## src/rtl/pipeline_hazard_ctrl.sv

```systemverilog
// -----------------------------------------------------------------------------
// pipeline_hazard_ctrl
//
// Hazard controller for a classic five-stage pipeline. It combines three
// hazard sources into per-stage enable/flush controls:
//   * data-memory wait: the whole pipeline freezes until the memory acks,
//     with an error abort after MEM_TIMEOUT cycles in MEM_WAIT;
//   * taken branch / jump resolved in EX: the two younger stages are flushed;
//   * load-use: IF and ID hold for one cycle while a bubble enters EX.
// Priority is freeze > branch flush > load-use.
//
// Parameters
//   MEM_TIMEOUT  cycles spent in MEM_WAIT without an ack before the abort
//   CNT_W        width of the saturating performance counters
//
// Ports
//   clk, reset         rising-edge clock, asynchronous active-low reset
//   id_rs1, id_rs2     ID-stage source register addresses
//   id_uses_rs1/rs2    ID instruction actually reads rs1 / rs2
//   ex_mem_read        EX-stage instruction is a load
//   ex_write_address   EX-stage destination register
//   ex_branch_taken    taken branch or jump resolved in EX
//   mem_req, mem_ack   MEM-stage data access request / completion
//   pc_en .. mem_wb_flush  pipeline register enables and bubble inserts
//   mem_err            one-cycle pulse when a memory access times out
//   ctrl_state         FSM state: RUN=00, MEM_WAIT=01, MEM_ERR=10
//   stall_cycles       saturating count of freeze and load-use cycles
//   flush_count        saturating count of applied branch flushes
// -----------------------------------------------------------------------------
module pipeline_hazard_ctrl #(
    parameter int MEM_TIMEOUT = 8,
    parameter int CNT_W       = 16
) (
    input  logic             clk,
    input  logic             reset,
    input  logic [3:0]       id_rs1,
    input  logic [3:0]       id_rs2,
    input  logic             id_uses_rs1,
    input  logic             id_uses_rs2,
    input  logic             ex_mem_read,
    input  logic [3:0]       ex_write_address,
    input  logic             ex_branch_taken,
    input  logic             mem_req,
    input  logic             mem_ack,
    output logic             pc_en,
    output logic             if_id_en,
    output logic             if_id_flush,
    output logic             id_ex_en,
    output logic             id_ex_flush,
    output logic             ex_mem_en,
    output logic             mem_wb_flush,
    output logic             mem_err,
    output logic [1:0]       ctrl_state,
    output logic [CNT_W-1:0] stall_cycles,
    output logic [CNT_W-1:0] flush_count
);

    typedef enum logic [1:0] {
        RUN      = 2'b00,
        MEM_WAIT = 2'b01,
        MEM_ERR  = 2'b10
    } state_t;

    localparam int WAIT_W = (MEM_TIMEOUT > 1) ? $clog2(MEM_TIMEOUT) : 1;
    localparam logic [WAIT_W-1:0] WAIT_LAST = WAIT_W'(MEM_TIMEOUT - 1);

    state_t             state_q;
    state_t             state_nxt;
    logic [WAIT_W-1:0]  wait_cnt_q;
    logic [WAIT_W-1:0]  wait_cnt_nxt;
    logic               mem_err_q;
    logic [CNT_W-1:0]   stall_cnt_q;
    logic [CNT_W-1:0]   flush_cnt_q;

    logic               load_use_hit;
    logic               frozen;
    logic               branch_apply;
    logic               load_use_apply;

    // A load in EX whose destination is read by the instruction in ID.
    assign load_use_hit = ex_mem_read &&
                          ((id_uses_rs1 && (id_rs1 == ex_write_address)) ||
                           (id_uses_rs2 && (id_rs2 == ex_write_address)));

    // Freeze covers the RUN cycle in which a request first misses its ack as
    // well as every unacknowledged MEM_WAIT cycle. MEM_ERR never freezes.
    assign frozen = ((state_q == RUN)      && mem_req && !mem_ack) ||
                    ((state_q == MEM_WAIT) && !mem_ack);

    // The EX contents are held while frozen, so a taken branch is simply
    // deferred and takes effect on the release cycle.
    assign branch_apply   = !frozen && ex_branch_taken;
    assign load_use_apply = !frozen && !ex_branch_taken && load_use_hit;

    // -------------------------------------------------------------------------
    // Next-state and hazard outputs
    // -------------------------------------------------------------------------
    always_comb begin
        // NOTE: every output of this block gets a default first, so no path
        // through the case/if tree can leave a signal unassigned (no latches).
        state_nxt    = state_q;
        wait_cnt_nxt = wait_cnt_q;
        pc_en        = 1'b1;
        if_id_en     = 1'b1;
        if_id_flush  = 1'b0;
        id_ex_en     = 1'b1;
        id_ex_flush  = 1'b0;
        ex_mem_en    = 1'b1;
        mem_wb_flush = 1'b0;

        case (state_q)
            RUN: begin
                if (mem_req && !mem_ack) begin
                    state_nxt    = MEM_WAIT;
                    wait_cnt_nxt = '0;
                end
            end
            MEM_WAIT: begin
                // An ack on the last allowed cycle still completes the access.
                if (mem_ack) begin
                    state_nxt = RUN;
                end else if (wait_cnt_q == WAIT_LAST) begin
                    state_nxt = MEM_ERR;
                end else begin
                    wait_cnt_nxt = wait_cnt_q + 1'b1;
                end
            end
            MEM_ERR: begin
                state_nxt = RUN;
            end
            default: begin
                // Unused encoding 2'b11 recovers to RUN on the next edge.
                state_nxt = RUN;
            end
        endcase

        if (frozen) begin
            pc_en        = 1'b0;
            if_id_en     = 1'b0;
            id_ex_en     = 1'b0;
            ex_mem_en    = 1'b0;
            mem_wb_flush = 1'b1;
        end else begin
            if (branch_apply) begin
                if_id_flush = 1'b1;
                id_ex_flush = 1'b1;
            end else if (load_use_apply) begin
                pc_en       = 1'b0;
                if_id_en    = 1'b0;
                id_ex_flush = 1'b1;
            end
            // The load that timed out carries garbage; drop it before WB.
            if (state_q == MEM_ERR) begin
                mem_wb_flush = 1'b1;
            end
        end

        // While held in reset the pipeline registers are all held and bubbled.
        if (!reset) begin
            pc_en        = 1'b0;
            if_id_en     = 1'b0;
            if_id_flush  = 1'b1;
            id_ex_en     = 1'b0;
            id_ex_flush  = 1'b1;
            ex_mem_en    = 1'b0;
            mem_wb_flush = 1'b1;
        end
    end

    // -------------------------------------------------------------------------
    // State, wait counter and error pulse
    // -------------------------------------------------------------------------
    // NOTE: all control registers take the asynchronous reset; an access in
    // flight is abandoned silently, so mem_err can never pulse out of reset.
    always_ff @(posedge clk or negedge reset) begin
        if (!reset) begin
            state_q    <= RUN;
            wait_cnt_q <= '0;
            mem_err_q  <= 1'b0;
        end else begin
            // NOTE: non-blocking assignments keep every register sampling the
            // pre-edge values, independent of statement order.
            state_q    <= state_nxt;
            wait_cnt_q <= wait_cnt_nxt;
            mem_err_q  <= (state_nxt == MEM_ERR);
        end
    end

    // -------------------------------------------------------------------------
    // Saturating performance counters
    // -------------------------------------------------------------------------
    always_ff @(posedge clk or negedge reset) begin
        if (!reset) begin
            stall_cnt_q <= '0;
            flush_cnt_q <= '0;
        end else begin
            if ((frozen || load_use_apply) && (stall_cnt_q != '1)) begin
                stall_cnt_q <= stall_cnt_q + 1'b1;
            end
            if (branch_apply && (flush_cnt_q != '1)) begin
                flush_cnt_q <= flush_cnt_q + 1'b1;
            end
        end
    end

    assign mem_err      = mem_err_q;
    assign ctrl_state   = state_q;
    assign stall_cycles = stall_cnt_q;
    assign flush_count  = flush_cnt_q;

endmodule

```

## config.mk

```make
export PLATFORM = sky130hd
export DESIGN_NAME = pipeline_hazard_ctrl
export DESIGN_NICKNAME = d
export VERILOG_FILES = /design/src/rtl/pipeline_hazard_ctrl.sv
export SDC_FILE = /design/constraint.sdc
export NUM_CORES = 1
export LEC_CHECK = 0
export BUFFER_PORTS_ARGS = -buffer_cell sky130_fd_sc_hd__buf_2
export CELL_PAD_IN_SITES_DETAIL_PLACEMENT = 2
export CELL_PAD_IN_SITES_GLOBAL_PLACEMENT = 2
export CORE_UTILIZATION = 33
export CTS_CLUSTER_DIAMETER = 80
export CTS_CLUSTER_SIZE = 10
export DETAILED_ROUTE_END_ITERATION = 10
export HOLD_SLACK_MARGIN = 0.08
export PLACE_DENSITY_LB_ADDON = 0.1
export SLEW_MARGIN = 20
export SYNTH_ARGS = -nofsm -noshare
export SYNTH_HDL_FRONTEND = slang
export SYNTH_SLANG_ARGS = --single-unit
```

## constraint.sdc

```tcl
create_clock -name clk -period 4.6 [get_ports clk]
set_clock_uncertainty 0.1 [all_clocks]
set_input_delay 0 -clock clk [delete_from_list [all_inputs] [get_ports clk]]
set_output_delay 0 -clock clk [all_outputs]
set_load 0.02 [all_outputs]
```

* Word-level counts from Yosys, hierarchy flattened
Index checks and enable logic that the tools add are counted.
** Storage, ports and cells
- Latch bits :: 0
- Logic and storage cells :: 64
- Memories :: 0
- Input port bits :: 20
- Memory bits (read-only) :: 0
- Register bits after elaboration :: 38
- Bits in writable memories :: 0
** Cells by class
- $lt $le $gt $ge :: 0
- Shifts and indexed selects :: 0
- Mux-type cells :: 24
- Multipliers :: 0
- Divide/modulo/power cells :: 0
- Bitwise gates (word level) :: 0
- Equality and inequality tests :: 11
- Reductions and logical operators :: 21
- Add/sub/neg operators :: 3
** Operators with widths (count)
- $add A16 B1 Y16 const B :: 2
- $ne A16 B16 Y1 const B :: 2
- $mux W1 :: 16
- $logic_and A1 B1 Y1 :: 12
- $mux W3 :: 3
- $eq A4 B4 Y1 :: 2
- $mux W2 :: 3
- $pmux W3 S2 :: 1
- $eq A2 B2 Y1 const B :: 2
- $ne A2 B2 Y1 const B :: 2
- $pmux W2 S2 :: 1
- $reduce_and A4 Y1 :: 1
- $add A3 B1 Y3 const B :: 1
- $eq A3 B3 Y1 const B :: 1
- $logic_not A1 Y1 :: 3
- $logic_or A1 B1 Y1 :: 3
- $eq A2 B1 Y1 const B :: 1
- $logic_not A2 Y1 :: 1
- $ne A2 B1 Y1 const B :: 1
- $reduce_bool A2 Y1 :: 1

* Logic depth before layout (Yosys ltp)
- Depth after elaboration :: 11
- Depth in mapped cells :: 8

* Worst setup path before layout
Ideal clock, no wire load.
- Path kind :: register -> register
- Start :: register state_q[0], in the netlist ctrl_state[0]
- End :: register stall_cnt_q[1], in the netlist stall_cycles[1]
- Setup time :: 125 ps
- Arrival time :: 1682 ps
- Path slack :: 2694 ps
- Stages on the path, launching flop included :: 8
- Buffers on the path :: 2
- Path through :: dfrtp_1 > buf_6 > nor2_2 > nor2_1 > or3b_1 > buf_6 > nand2_1 > mux2_2
** Between the ends
- Longest elaborated chain between the ends :: 9
- Elaborated cells between the ends (all ways) :: 11
- Those cells by class :: 1 x eq/ne; 10 x reduce/logical
** RTL lines
- start: declaration :: RTL line 67 : state_t state_q;
- start signal: assignment :: RTL line 183 : state_q <= state_nxt;
- $logic_not A2 Y1 :: RTL line 87 : assign frozen = ((state_q == RUN) && mem_req && !mem_ack) ||
- $logic_and A1 B1 Y1 (2 in a row) :: RTL line 87
- $logic_or A1 B1 Y1 (*) :: RTL line 87
- $logic_not A1 Y1 :: RTL line 93 : assign load_use_apply = !frozen && !ex_branch_taken && load_use_hit;
- $logic_and A1 B1 Y1 (2 in a row) :: RTL line 93
- $logic_or A1 B1 Y1 (*) :: RTL line 197 : if ((frozen || load_use_apply) && (stall_cnt_q != '1)) begin
- $logic_and A1 B1 Y1 (*) :: RTL line 197
- end signal: assignment :: RTL line 198 : stall_cnt_q <= stall_cnt_q + 1'b1;
- end: declaration :: RTL line 72 : logic [CNT_W-1:0] stall_cnt_q;
Every way passes the cells marked *; elsewhere a longest branch is shown, timed or not.
A chain may end at the register's enable or synchronous reset.

* Worst setup path in the final report
- Start :: input port ex_branch_taken
- End :: register stall_cnt_q[1], in the netlist stall_cycles[1]
** Between the ends
- Longest elaborated chain between the ends :: 5
** RTL lines
- start: declaration :: RTL line 42 : input logic ex_branch_taken,
- $logic_not A1 Y1 :: RTL line 93
- $logic_and A1 B1 Y1 (2 in a row) :: RTL line 93
- $logic_or A1 B1 Y1 :: RTL line 197
- $logic_and A1 B1 Y1 :: RTL line 197
No other way between the ends.

==> results.py <==
metrics = {
    "worst_setup_path": {
        "worst-endpoint-required_ns": 4.67,
        "start_kind": "primary input",
        "path_max_fanout": 15,
        "crit_type": "in2reg",
        "crit_arrival_ns": 2.20,
        "reg2regPathDepth": 5,
        "reg2reg_slack_ns": 2.52,
        "end_kind": "register",
    },
    "clock_network": {
        "clk_path_buf_depth": 2,
        "clkTransAtPathRegs_ns": 0.08,
        "cts-root-buf": "clkbuf_8",
        "cts_inserted_buffers": 5,
        "tritoncts": "built",
        "insertion_delay_ns": 0.28,
        "htreeDepth": 2,
        "cts.sinks": 38,
    },
    "placed_design": {
        "gp_congestion": 0.7275,
        "hpwl_mm": 3.837,
        "dpl.cell_count": 321,
        "portBuffers": 61,
    },
    "route": {
        "via_per_inst": 4.964,
        "drc_errors": 0,
        "ant_nets": 0,
        "drt-total-wl_mm": 4.975,
        "routed-via-count": 1658,
        "wl_met3_um": 226,
        "firstDrtPassIters": 4,
        "route.detailed.wl_per_inst_um": 14.90,
        "routed.top_layer": "met4",
        "routedLengthMet1_mm": 2.317,
        "route.met2.wl_mm": 2.392,
        "drtIter0Drc": 57,
    },
    "floorplan": {
        "core_um2": 5886,
        "io_pins": 62,
        "die_h_um": 79.89,
        "start_util": 0.3401,
        "dieWidth_um": 79.89,
        "dieArea_um2": 6382,
        "row_count": 28,
    },
    "yosys": {
        "async_reset_ff_frac": 1.000,
        "yosysUniqueCellTypes": 39,
        "synth_area_um2": 2002,
        "yosysTopAreaCell": "dfrtp_1",
        "avgSynthCellArea_um2": 10.54,
        "synth_edf_count": 0,
        "yosysTopAreaCellShare": 0.4750,
        "syn_inst": 190,
        "synth_top_cells_by_area": "dfrtp_1 48%, xnor2_1 11%, xor2_1 5.2%",
        "synth_nets": 214,
        "synth-warning-count": 0,
        "yosysMostFrequentCell": "dfrtp_1",
        "synth_flop_cell": "dfrtp_1",
        "synth_commonest_cells": "38 x dfrtp_1, 26 x xnor2_1, 20 x nand2_1",
        "ys_seq_area_frac": 0.4750,
        "synth-seq-cells": 38,
    },
    "pwr": {
        "leakage_nw": 1.260,
        "powerDensity_nw_per_um2": 406.8,
        "p_total_mw": 1.022,
        "max-vdd-ir-drop_v": 0.0001718,
    },
    "sta": {
        "worst_pin_slew_ns": 0.6604,
        "max_freq_mhz": 468.5,
        "drv_slew": 0,
        "period_share": 0.4641,
        "setup_viol": 0,
        "setup_tns_ns": 0,
        "max-slew-margin-rel": 0.5551,
        "rsz0062_at_grt": "no",
        "fin_crit_ns": 2.135,
        "hold_violations": 0,
    },
    "grt": {
        "grt_pass1_vias": 1752,
        "grt.overflow.total": 0,
        "grt_start_max_net_pins": 41,
        "antenna_found_initial": 0,
        "grt.total_usage": 0.1768,
        "grt_first_pass_wirelength_mm": 8.673,
    },
    "final_layout": {
        "antenna_cells": 0,
        "final_layout_size_suffix_gt1_frac": 0.3089,
        "area_growth_syn_to_layout_pct": 25.44,
        "stdcell_count": 334,
        "nNetsFinal": 282,
    },
    "run": {
        "drv_cap": 0,
    },
    "worst_hold_path": {
        "hp-class": "in2async",
    },
    "status": {
        "status": "complete, no violations",
    },
}
## cells by family (layout without fill, tap and decap cells)
family                     Yosys count  after routing  share of synthesized area
adders and majority gates            4              4                    0.02500
DFF                                 38             38                     0.4750
AOI/OAI and AO/OA                   10             10                    0.03313
xor gates and xnor gates            38             38                     0.1663
buffers and inverters                8             77                    0.03187
muxes                                2              2                    0.01062
and+or+nand+nor                     90             90                     0.2581
## final cells by class
type	count	area (um2)
fill	678	3374
multi-input combinational	144	987.2
sequential	38	950.9
timing repair buffer	67	362.8
tap	75	93.84
clock buffer	5	68.82
clock inverter	3	40.04
inverter	2	7.507
## final timing paths
check / to / start
min in group clk: flush_count[9]$_DFFE_PN0P_ / flush_count[9]$_DFFE_PN0P_
max in group asynchronous: stall_cycles[1]$_DFFE_PN0P_ / reset
hold reg to reg: flush_count[9]$_DFFE_PN0P_ / flush_count[9]$_DFFE_PN0P_
setup / recovery: stall_cycles[1]$_DFFE_PN0P_ / ex_branch_taken
setup reg to reg: stall_cycles[1]$_DFFE_PN0P_ / ctrl_state[0]$_DFF_PN0_
hold / removal: stall_cycles[5]$_DFFE_PN0P_ / reset
## stage by stage
step	utilization	setup WS, ns	cell area, um2	hold slack (ns)
after floorplan	-	2.694	2002	-0.3956
after global placement	0.3997	2.566	2352	-0.004264
after detailed placement	0.3997	2.534	2352	-0.002342
after CTS	0.4267	2.424	2511	0.2261
after global routing	0.4267	2.239	2511	0.2788
final	0.4267	2.465	2511	0.2260
## worst max-delay path, stage by stage
cell	delay, ns
dlygate4sd3_1	0.52
buf_2	0.14
nor2b_1	0.15
nand3_1	0.09
nor4_1	0.31
or3b_1	0.50
nand2_1	0.18
mux2_2	0.30
## where the power goes
part,switching (mW),leakage (nW),internal (mW),total (mW)
combinational,0.162,0.694,0.115,0.276
clock,0.119,0.0579,0.160,0.278
sequential,0.0773,0.508,0.389,0.467
total,0.358,1.26,0.664,1.02
## routing by layer
metal	track usage	up-vias
met3	0.03771	5
met2	0.2872	42
met4	0.04821	0
met1	0.2368	818
li1	-	793
met5	0	-
## cells in the final DEF (no fill, tap or decap), types with 2 or more instances in the layout
master,count
xor2_1,12
nor2_1,9
clkbuf_8,5
buf_2,61
nor3_1,6
nand2_1,20
dlygate4sd3_1,5
inv_1,2
o21ai_0,4
and4_1,2
a22o_1,3
clkinv_2,2
ha_1,4
dfrtp_1,38
nand4_1,10
and3_1,9
nand3_1,15
and2_1,3
xnor2_1,26
nor2b_1,2
## flip-flops by register name (all words and copies together) (netlist names)
signal        count
flush_count      16
stall_cycles     16
wait_cnt_q        3
ctrl_state        2
mem_err           1
## timing repair
action / 4_1_cts / 5_1_grt
endpoints found under the hold margin: 42 / 0
hold buffers: 5 / 0
gates resized for setup: 0 / 0
buffers inserted: 0 / 0
(Power assumes the default switching activity.)
